$ cat src/rtl/me_control.sv
// Full-search motion estimator sequencer and best-match tracker.
// Sweeps 16 candidate rows, drives memory addresses and PE control, keeps min SAD.
module me_control #(
    parameter int unsigned DRAIN_CYC = 2
) (
    input  logic       clk,
    input  logic       reset,
    input  logic       start,
    output logic       completed,
    output logic       busy,
    output logic [7:0] AddressR,
    output logic [9:0] AddressS1,
    output logic [9:0] AddressS2,
    output logic       pe_clear,
    output logic       pe_en,
    output logic [3:0] pe_sel,
    input  logic [7:0] pe_dist,
    output logic [7:0] BestDist,
    output logic [3:0] motionX,
    output logic [3:0] motionY
);

    typedef enum logic [2:0] {
        S_IDLE,
        S_CLEAR,
        S_ACCUM,
        S_DRAIN,
        S_CMP,
        S_DONE
    } state_t;

    localparam logic [3:0] LP_DLAST = 4'(DRAIN_CYC - 1);

    state_t     r_state;
    logic [3:0] r_dy;
    logic [3:0] r_r;
    logic [3:0] r_c;
    logic [3:0] r_drain;
    logic [4:0] r_k;

    logic       r_completed;
    logic       r_busy;
    logic [7:0] r_addr_r;
    logic [9:0] r_addr_s1;
    logic [9:0] r_addr_s2;
    logic       r_pe_clear;
    logic       r_pe_en;
    logic [3:0] r_pe_sel;
    logic [7:0] r_best;
    logic [3:0] r_mx;
    logic [3:0] r_my;

    logic [3:0] w_c_nxt;
    logic [3:0] w_r_nxt;
    logic       w_last_px;
    logic [3:0] w_ar;
    logic [3:0] w_ac;
    logic [4:0] w_row;
    logic [7:0] w_addr_r;
    logic [9:0] w_addr_s1;
    logic [9:0] w_addr_s2;
    logic [4:0] w_k_nxt;
    logic [3:0] w_dx;
    logic       w_better;

    assign completed = r_completed;
    assign busy      = r_busy;
    assign AddressR  = r_addr_r;
    assign AddressS1 = r_addr_s1;
    assign AddressS2 = r_addr_s2;
    assign pe_clear  = r_pe_clear;
    assign pe_en     = r_pe_en;
    assign pe_sel    = r_pe_sel;
    assign BestDist  = r_best;
    assign motionX   = r_mx;
    assign motionY   = r_my;

    // Next pixel position in raster order inside the 16x16 block.
    assign w_c_nxt   = r_c + 4'd1;
    assign w_r_nxt   = (r_c == 4'd15) ? r_r + 4'd1 : r_r;
    assign w_last_px = (r_r == 4'd15) && (r_c == 4'd15);

    // Position whose addresses are presented on the coming edge;
    // leaving CLEAR always presents pixel (0,0).
    assign w_ar = (r_state == S_CLEAR) ? 4'd0 : w_r_nxt;
    assign w_ac = (r_state == S_CLEAR) ? 4'd0 : w_c_nxt;

    // (dy+r)*32 + c and +16: the row sum forms the upper bits directly.
    assign w_row     = {1'b0, r_dy} + {1'b0, w_ar};
    assign w_addr_r  = {w_ar, w_ac};
    assign w_addr_s1 = {w_row, 1'b0, w_ac};
    assign w_addr_s2 = {w_row, 1'b1, w_ac};

    // Compare step bookkeeping: k counts 0..16, sample k is for dx=k-1.
    assign w_k_nxt  = r_k + 5'd1;
    assign w_dx     = r_k[3:0] - 4'd1;
    assign w_better = (pe_dist < r_best);

    // Sequencer: state, counters and every registered output.
    always_ff @(posedge clk) begin
        if (reset) begin
            r_state     <= S_IDLE;
            r_dy        <= 4'd0;
            r_r         <= 4'd0;
            r_c         <= 4'd0;
            r_drain     <= 4'd0;
            r_k         <= 5'd0;
            r_completed <= 1'b0;
            r_busy      <= 1'b0;
            r_addr_r    <= 8'd0;
            r_addr_s1   <= 10'd0;
            r_addr_s2   <= 10'd0;
            r_pe_clear  <= 1'b0;
            r_pe_en     <= 1'b0;
            r_pe_sel    <= 4'd0;
            r_best      <= 8'hFF;
            r_mx        <= 4'd0;
            r_my        <= 4'd0;
        end else begin
            r_pe_clear <= 1'b0;
            case (r_state)
                S_IDLE, S_DONE: begin
                    if (start) begin
                        r_dy        <= 4'd0;
                        r_best      <= 8'hFF;
                        r_mx        <= 4'd0;
                        r_my        <= 4'd0;
                        r_completed <= 1'b0;
                        r_busy      <= 1'b1;
                        r_pe_clear  <= 1'b1;
                        r_state     <= S_CLEAR;
                    end
                end
                S_CLEAR: begin
                    r_r       <= 4'd0;
                    r_c       <= 4'd0;
                    r_pe_en   <= 1'b1;
                    r_addr_r  <= w_addr_r;
                    r_addr_s1 <= w_addr_s1;
                    r_addr_s2 <= w_addr_s2;
                    r_state   <= S_ACCUM;
                end
                S_ACCUM: begin
                    if (w_last_px) begin
                        r_r       <= 4'd0;
                        r_c       <= 4'd0;
                        r_pe_en   <= 1'b0;
                        r_addr_r  <= 8'd0;
                        r_addr_s1 <= 10'd0;
                        r_addr_s2 <= 10'd0;
                        r_drain   <= 4'd0;
                        r_state   <= S_DRAIN;
                    end else begin
                        r_r       <= w_r_nxt;
                        r_c       <= w_c_nxt;
                        r_addr_r  <= w_addr_r;
                        r_addr_s1 <= w_addr_s1;
                        r_addr_s2 <= w_addr_s2;
                    end
                end
                S_DRAIN: begin
                    if (r_drain == LP_DLAST) begin
                        r_k      <= 5'd0;
                        r_pe_sel <= 4'd0;
                        r_state  <= S_CMP;
                    end else begin
                        r_drain <= r_drain + 4'd1;
                    end
                end
                S_CMP: begin
                    if ((r_k != 5'd0) && w_better) begin
                        r_best <= pe_dist;
                        r_mx   <= w_dx;
                        r_my   <= r_dy;
                    end
                    if (r_k[4]) begin
                        r_pe_sel <= 4'd0;
                        if (r_dy == 4'd15) begin
                            r_completed <= 1'b1;
                            r_busy      <= 1'b0;
                            r_state     <= S_DONE;
                        end else begin
                            r_dy       <= r_dy + 4'd1;
                            r_pe_clear <= 1'b1;
                            r_state    <= S_CLEAR;
                        end
                    end else begin
                        r_k      <= w_k_nxt;
                        r_pe_sel <= w_k_nxt[4] ? 4'd0 : w_k_nxt[3:0];
                    end
                end
                default: begin
                    r_state <= S_IDLE;
                end
            endcase
        end
    end

endmodule

$ cat config.mk
export PLATFORM = sky130hd
export DESIGN_NAME = me_control
export DESIGN_NICKNAME = d
export VERILOG_FILES = /design/src/rtl/me_control.sv
export SDC_FILE = /design/constraint.sdc
export NUM_CORES = 1
export LEC_CHECK = 0
export BUFFER_PORTS_ARGS = -buffer_cell sky130_fd_sc_hd__buf_2
export CAP_MARGIN = 20
export CORE_MARGIN = 1.5
export CORE_UTILIZATION = 30
export CTS_CLUSTER_SIZE = 14
export DETAILED_ROUTE_END_ITERATION = 16
export SLEW_MARGIN = 20
export SYNTH_ARGS = -nofsm -noshare
export SYNTH_HDL_FRONTEND = slang
export SYNTH_SLANG_ARGS = --single-unit
export TNS_END_PERCENT = 30
$ cat constraint.sdc
create_clock -name clk -period 2.45 [get_ports clk]
set_clock_uncertainty 0.1 [all_clocks]
set_input_delay 0.49 -clock clk [delete_from_list [all_inputs] [get_ports clk]]
set_output_delay 0.49 -clock clk [all_outputs]
set_load 0.05 [all_outputs]
# After elaboration in Yosys (flattened, before gate mapping)
# Cells that the tools add are included.
# Widths: inputs -> output; s select.
[word_totals]
word_cells = 115
output_inout_bits = 52
mem_bits_rw = 0
latch_bits = 0
n_memories = 0
rom_bits = 0
input_bits = 11
register_bits = 76
[classes]
eq_ne = 18
n_div = 0
add_sub_neg = 7
bitwise_logic = 0
n_mux = 54
order_cmp = 1
multipliers = 0
reduce_logical = 17
shifts = 0
[op_table]
columns = ["op", "count"]
rows = [
  ["$mux 4", 15],
  ["$pmux 4 s2", 7],
  ["$pmux 10 s2", 2],
  ["$pmux 8 s2", 2],
  ["$mux 8", 3],
  ["$mux 10", 2],
  ["$ne 2x2->1 const B", 9],
  ["$add 4x1->4 const B", 4],
  ["$mux 3", 5],
  ["$pmux 3 s5", 1],
  ["$eq 4x4->1 const B", 3],
  ["$reduce_and 4->1", 3],
  ["$mux 1", 10],
  ["$mux 5", 2],
  ["$pmux 5 s2", 1],
  ["$reduce_and 3->1", 3],
  ["$lt 8x8->1", 1],
  ["$pmux 1 s2", 4],
  ["$reduce_bool 2->1", 4],
  ["$eq 3x2->1 const B", 2],
  ["$eq 3x3->1 const B", 2],
  ["$add 4x4->5", 1],
  ["$add 5x1->5 const B", 1],
  ["$reduce_bool 5->1", 1],
  ["7 further kinds", 9],
]

# Logic depth before layout (Yosys ltp)
# Gate-level depths: netlist (run 1).
[logic_depth]
ltp_word = 6
mapped_depth = 10
depth_no_buf = 10

# Least setup slack after synthesis (run 1)
# Ideal clock, no wire load.
[synth_path]
kind = "reg-to-reg"
from = "register r_state[0]"
to = "register r_addr_s2[7] (netlist: AddressS2[7])"
path_stages_with_launch = 11
setup_slack_ns = -0.034
synth_period_minus_slack_ns = 2.484
setup_time_ns = 0.117
required_ns = 2.233
path_buffers = 1
arrival_time_ns = 2.267
path_cell_list = "dfxtp_1 buf_4 inv_1 nor3_2 nor2_1 ha_1 ha_1 a2111oi_1 a221oi_2 xnor2_1 a22o_1"
[synth_via]
elab_chain_len = 5
elab_cells_between_ends = 7
cone_classes = "1 x add/sub; 2 x eq/ne; 3 x mux; 1 x reduce/logical"
[synth_rtl]
columns = ["item", "line", "source"]
rows = [
  ["from (decl)", "34", "state_t r_state;"],
  ["from (signal assigned)", "102", "r_state <= S_IDLE;"],
  ["from (signal assigned)", "131", "r_state <= S_CLEAR;"],
  ["from (signal assigned)", "141", "r_state <= S_ACCUM;"],
  ["$eq 3x1->1", "85, 121", ""],
  ["$mux 4", "85", "assign w_ar = (r_state == S_CLEAR) ? 4'd0 : w_r_nxt;"],
  ["$add 4x4->5", "89", "assign w_row = {1'b0, r_dy} + {1'b0, w_ar};"],
  ["$mux 10", "144", "if (w_last_px) begin"],
  ["$pmux 10 s2", "121", "case (r_state)"],
  ["to (signal assigned)", "140", "r_addr_s2 <= w_addr_s2;"],
  ["to (signal assigned)", "158", "r_addr_s2 <= w_addr_s2;"],
  ["to (decl)", "45", "logic [9:0] r_addr_s2;"],
]
# Several ways; a longest one is shown, not always the timed one.
# A chain may end at the register's enable or synchronous reset.

# Worst setup path after layout (run 1)
[layout_path]
from = "register r_c[1]"
to = "register r_addr_s2[7] (netlist: AddressS2[7])"
[layout_via]
elab_chain_len = 6
elab_cells_between_ends = 7
cone_classes = "1 x add/sub; 1 x eq/ne; 4 x mux; 1 x reduce/logical"
[layout_rtl]
columns = ["item", "line", "source"]
rows = [
  ["from (decl)", "37", "logic [3:0] r_c;"],
  ["from (signal assigned)", "155", "r_c <= w_c_nxt;"],
  ["$eq 4x4->1 *", "80, 81", ""],
  ["$mux 4", "80", "assign w_r_nxt = (r_c == 4'd15) ? r_r + 4'd1 : r_r;"],
  ["$mux 4", "85", ""],
  ["$add 4x4->5", "89", ""],
  ["$mux 10", "144", ""],
  ["$pmux 10 s2 *", "121", ""],
]
# Every way passes the cells marked *; elsewhere a longest branch is shown, timed or not.

==> results.yml, run 1 <==
run_status:
  outcome: "finished clean"
critical_path:
  r2r-start: "r_c[1]"
  critPathLaunchType: "flip-flop"
  worst_ep_required_time_ns: 2.58
  cp.arrival_ns: 2.46
  slowest_stage: "dfxtp_1"
  cpPeakStageDelay_ns: 0.39
  worstSetupStartpoint: "r_c[1]"
  cp_top_family: "compound AO/OA/AOI/OAI gates"
  worst-path-buf-inv: 0
  cp-end-kind: "flip-flop"
  critical_path.cell_chain: "ha_4 > nand3_4 > mux2_4 > nand2_1 > xnor2_1 > ha_2 > a31o_1 > a221oi_2 > xnor2_1 > a22o_1"
  critical_path.max_fanout: 5
  worstSetupPathType: "reg2reg"
  crit_top_cell: "xnor2_1"
clock_tree:
  numCtsBuffers: 9
  cts_tree: "done"
  cts_setup_buffers: 0
  clock-sinks: 62
  clk_path_buf_depth: 2
  htree_num_levels: 3
  ctsRootBufferMaster: "clkbuf_8"
  clk_pin_slew_ns: 0.07
  clkLatencyLatePin_ns: 0.34
place:
  dp_worst_setup_slack_ns: -0.00508
  place.gp.congestion: 0.768
  dpl.hpwl_mm: 5.45
  io_buffers: 61
logic_synthesis:
  async_flop_share: 0
  syn_area_per_cell_um2: 8.48
  synth_ff_type: "dfxtp_1"
  synth_cell_type_count: 55
  synthesis.area_um2: 3320
  synthTopCellsByArea: "dfxtp_1 37%, ha_1 6.8%, nor2_1 6.6%"
  yosysWarnings: 0
  ys_seq_area_frac: 0.374
  yosys_register_bits: 62
  syn-num-nets: 420
  synth_edf_count: 0
  synth_top_area_frac: 0.374
  syn_inst: 391
  synth_top_area_cell: "dfxtp_1"
timing:
  slew_violations: 0
  rsz0062_at_grt: "false"
  max_freq_ghz: 0.429
  finalSetupViolCount: 0
  relSlewSlack: 0.591
  post-route-min-period_ns: 2.33
  hold_viol: 0
  fin_hold_ws_ns: 0.324
  tightestPinTransition_ns: 0.612
  period_share: 0.952
  setup_ws_ns: 0.117
power:
  p_leak_nw: 1.79
  p_per_area_nw_per_um2: 827
  ir_worst_vdd_mv: 0.330
floorplan:
  fp-row-count: 38
  boundaryPins: 63
  start_util: 0.307
  die_h_um: 108
  core_area_um2: 10800
  die_width_um: 108
  die-area_um2: 11700
worst_hold_path:
  holdCritPathClass: "in2reg"
  hp-start: "pe_dist[2]"
route:
  ant_nets: 0
  vias: 2784
  first_pass_iters: 4
  drc: 0
  viasPerCell: 4.69
  drt_iter0_markers: 96
  wl_mm: 7.33
  routedWlPerCell_um: 12.3
global_route:
  antenna_found_initial: 0
  grt-ovfl-total: 0
  grt_pass1_wl_mm: 12.3
  grt_pass1_vias: 2605
  grt_max_degree: 27
  grt_usage: 0.134
run:
  drv_cap: 0
final_layout:
  nNetsFinal: 478
  fin_util: 0.363
  drive_gt1_frac: 0.240
  area_growth_pct: 18.1
  n_antenna_cell: 0
  n_fill_cell: 1095
-- registers in the layout, indices dropped and copies added, names as in the netlist, 5 cells and up --
name,cells
BestDist,8
r_k,5
AddressR,8
AddressS2,5
-- through the flow --
step           power, mW  instances  setup TNS, ns  instance area (um^2)
2_1_floorplan       2.21        391              0                  3320
3_3_place_gp        2.47        578              0                  3720
3_5_place_dp        2.49        578       -0.00508                  3720
4_1_cts             3.27        594              0                  3890
5_1_grt             3.46        594              0                  3920
6_report            3.24        594              0                  3920
-- kinds of logic (layout without fill, tap and decap cells) --
family          count (synthesis)  after routing  synth area share
simple gates                  155            155             0.217
compound gates                 68             68             0.138
flops                          62             62             0.374
buf+inv                        47            110            0.0845
xor+xnor                       20             20            0.0551
fa+ha+maj                      19             19            0.0709
mux                            19             19            0.0589
other cells                     1              1           0.00113
-- metal layers --
layer  GRT usage  wire length (um)  vias to the layer above
met2       0.217              3390                       43
li1            -                 -                     1436
met3      0.0253               272                        7
met4      0.0611               104                        0
met5           0                 0                        -
met1       0.172              3560                     1298
-- timing repair --
action                                 CTS  global route
hold buffers                             0             0
endpoints found under the hold margin    0             0
resized for setup                        1             5
setup endpoints to repair                1             3
gates cloned                             0             0
-- Yosys cell counts, types with 2 or more instances --
cell type / n
dfxtp_1: 62
nor2_1: 58
nand2_1: 48
a21oi_1: 31
ha_1: 18
mux2i_1: 18
buf_4: 16
inv_1: 15
nor3_1: 10
xnor2_1: 10
nand3_1: 9
xor2_1: 9
a22oi_1: 6
clkbuf_1: 6
nand2b_1: 5
nand3b_1: 5
clkbuf_8: 4
a21o_1: 3
buf_1: 3
buf_2: 3
nand4_1: 3
nor2b_1: 3
o211ai_1: 3
o21a_1: 3
o21ai_0: 3
or3_1: 3
a2111oi_0: 2
a211oi_1: 2
a22o_1: 2
a32oi_1: 2
nor3_2: 2
-- power by group --
group	leakage [nW]	switching, mW	total [mW]	internal [mW]
Clock	0.0820	0.412	0.775	0.363
Sequential	0.503	0.0842	1.19	1.10
Combinational	1.20	0.883	1.28	0.394
Total	1.79	1.38	3.24	1.86
-- worst min-delay path, delay by kind of cell --
family,cells,cell delay [ns]
multiplexers,1,0.10
buffers and inverters,1,0.09
AND/OR/NAND/NOR,1,0.04
-- worst paths after layout --
kind	endpoint	slack (ns)	cells past startpoint
hold reg to reg	AddressR[5]	0.35	2
setup / recovery	AddressS2[7]	0.12	10
setup reg to reg	AddressS2[7]	0.12	10
hold / removal	BestDist[2]	0.32	3
-- cells in the final DEF (no fill, tap or decap), types with 2 or more instances in the layout --
cell type and count:
nand2b_1 5, a21oi_1 31, xor2_1 9, a22o_1 2, clkbuf_8 9, nand3_1 9, ha_1 16, buf_2 61
a211oi_1 2, a32oi_1 2, nor2b_1 3, o21ai_0 3, nand2_1 48, buf_4 18, or3_1 3, nand4_1 3
nor3_1 10, nand3b_1 5, clkinv_2 3, a22oi_1 6, inv_1 15, a2111oi_0 2, dfxtp_1 60, a21o_1 3
mux2i_1 18, o21a_1 3, clkinvlp_4 2, nor2_1 58, o211ai_1 3, xnor2_1 10, dfxtp_2 2
-- area by class of cell --
type                       instances  area, um^2  area share
clock buffer                      10         128      0.0326
inverter                          15        56.3      0.0144
tap                              140         175      0.0447
sequential                        62        1240       0.318
clock inverter                     6        38.8     0.00991
multi-input combinational        282        1830       0.468
timing repair buffer              79         440       0.112
Note: power is estimated with default switching activity, not from simulation.
==> run 2, diff against run 1 <==
Settings changed: CORE_UTILIZATION 30 to 35.
==> run 2 against run 1 <==
Compared with the run above:
- combinational power about the same
- hold slack worse by 0.011 ns
- critical path depth unchanged
- global-route usage up 2.0 points
- clock power up 30%
- sequential share of layout area down 0.19 points
- largest power group unchanged
- wire length down 0.76%
==> results.yml, run 2 (synthesis gave the netlist of run 1 again) <==
final_layout:
  n_fill_cell: 919
  seqCellArea_um2: 1240
  fin_util: 0.429
  layout_commonest_cell: "buf_2"
  final_area_um2: 3940
  area_growth_pct: 18.9
  n_antenna_cell: 0
  nNetsFinal: 478
  most-common-layout-cells: "61 x buf_2, 59 x dfxtp_1, 58 x nor2_1"
  multi_input_area_um2: 1840
  stdcell_count: 565
  drive_gt1_frac: 0.251
critical_path:
  rr_endpoint: "AddressS2[7]"
  cp-end-kind: "flip-flop"
  ff2ff_setup_slack_ns: 0.14
  critPathLaunchType: "flip-flop"
  worstSetupPathType: "reg2reg"
  rr_worst_depth: 10
  worst_ep_required_time_ns: 2.59
  r2r-start: "r_c[1]"
  critical_path.max_fanout: 6
  cp.arrival_ns: 2.45
worst_hold_path:
  holdCritPathClass: "in2reg"
  whs_endpoint: "BestDist[0]"
  min_path_cells: 3
  hp-start: "pe_dist[0]"
route:
  routedWlPerCell_um: 12.9
  drt_iter0_markers: 118
  met3_length_um: 352
  drc: 0
  top_layer: "met4"
  ant_nets: 0
  routed-wl-met2_mm: 3.37
  wl_mm: 7.28
  vias: 2874
  viasPerCell: 5.09
  wl_met1_mm: 3.41
  first_pass_iters: 4
timing:
  setup_ws_ns: 0.138
  slew_violations: 0
  fin_hold_ws_ns: 0.313
  post-route-min-period_ns: 2.31
  setup_tns_ns: 0
  hold_viol: 0
  period_share: 0.944
  tightestPinTransition_ns: 0.634
  max_freq_ghz: 0.433
  relSlewSlack: 0.577
  finalSetupViolCount: 0
floorplan:
  boundaryPins: 63
  die_width_um: 100
  die-area_um2: 10100
  fp-row-count: 35
  start_util: 0.361
  core_area_um2: 9200
  die_h_um: 100
power:
  power_mw: 3.49
  p_per_area_nw_per_um2: 884
  p_leak_nw: 1.82
  ir_worst_vdd_mv: 0.343
global_route:
  antenna_found_initial: 0
  grt_usage: 0.154
  grt_max_degree: 27
  grt-ovfl-total: 0
  grt_pass1_vias: 2759
  grt_pass1_wl_mm: 12.3
place:
  place.gp.congestion: 0.789
  placed_area_um2: 3680
  io_buffers: 61
  dpl.hpwl_mm: 5.33
  dp_worst_setup_slack_ns: 0.00303
  dp.cells: 549
clock_tree:
  numCtsBuffers: 9
  cts_setup_buffers: 0
  clk_path_buf_depth: 2
  ctsRootBufferMaster: "clkbuf_8"
  clk_pin_slew_ns: 0.07
  clock-sinks: 62
  cts_tree: "done"
  clkLatencyLatePin_ns: 0.34
  htree_num_levels: 3
run_status:
  outcome: "finished clean"
run:
  drv_cap: 0
==> run 2: changes by cell type in the layout (fill, tap and decap cells not counted), sizes merged <==
cell	change
bufinv	+2
clkinv	-2
==> run 2: layout make-up <==
class,instances,area share
inverters,15,0.0143
repair buffers,79,0.112
well taps,111,0.0352
clock inverters,6,0.0216
flip-flops and latches,62,0.316
multi-input cells,282,0.467
clock buffers,10,0.0349
==> run 2: what timing repair did <==
action	4_1_cts	5_1_grt
resized for setup	1	8
setup endpoints to repair	1	2
hold buffers	0	0
pin swaps	0	1
==> run 2: per-layer routing <==
metal / GRT usage / up-vias
li1: - / 1447
met3: 0.0355 / 12
met5: 0 / -
met2: 0.257 / 78
met1: 0.191 / 1337
met4: 0.0650 / 0
==> run 2: worst max path at each step <==
stage / startpoint / endpoint / slack, ns / cells after the start
after floorplan: r_c[0] / AddressS2[7] / 0.03 / 10
after global placement: r_c[1] / AddressS2[7] / 0.09 / 10
after detailed placement: r_c[1] / AddressS2[7] / 0.003 / 10
after CTS: r_c[1] / AddressS1[9] / 0.02 / 11
after global routing: r_c[1] / AddressS2[7] / -0.00009 / 10
final: r_c[1] / AddressS2[7] / 0.14 / 10
==> run 2: worst max-delay path, cell delays in order (launching register included) <==
cell      delay (ns)
dfxtp_2         0.37
ha_4            0.15
nand3_4         0.12
mux2_4          0.33
nand2_1         0.08
xnor2_1         0.07
ha_2            0.22
a31o_1          0.20
a221oi_2        0.27
xnor2_1         0.10
a22o_1          0.20
==> run 2: where the power goes <==
| group | internal [mW] | leakage [nW] | switching, mW |
|---|---|---|---|
| Clock | 0.596 | 0.108 | 0.413 |
| Combinational | 0.404 | 1.20 | 0.894 |
| Sequential | 1.10 | 0.503 | 0.0763 |
| Total | 2.10 | 1.82 | 1.38 |
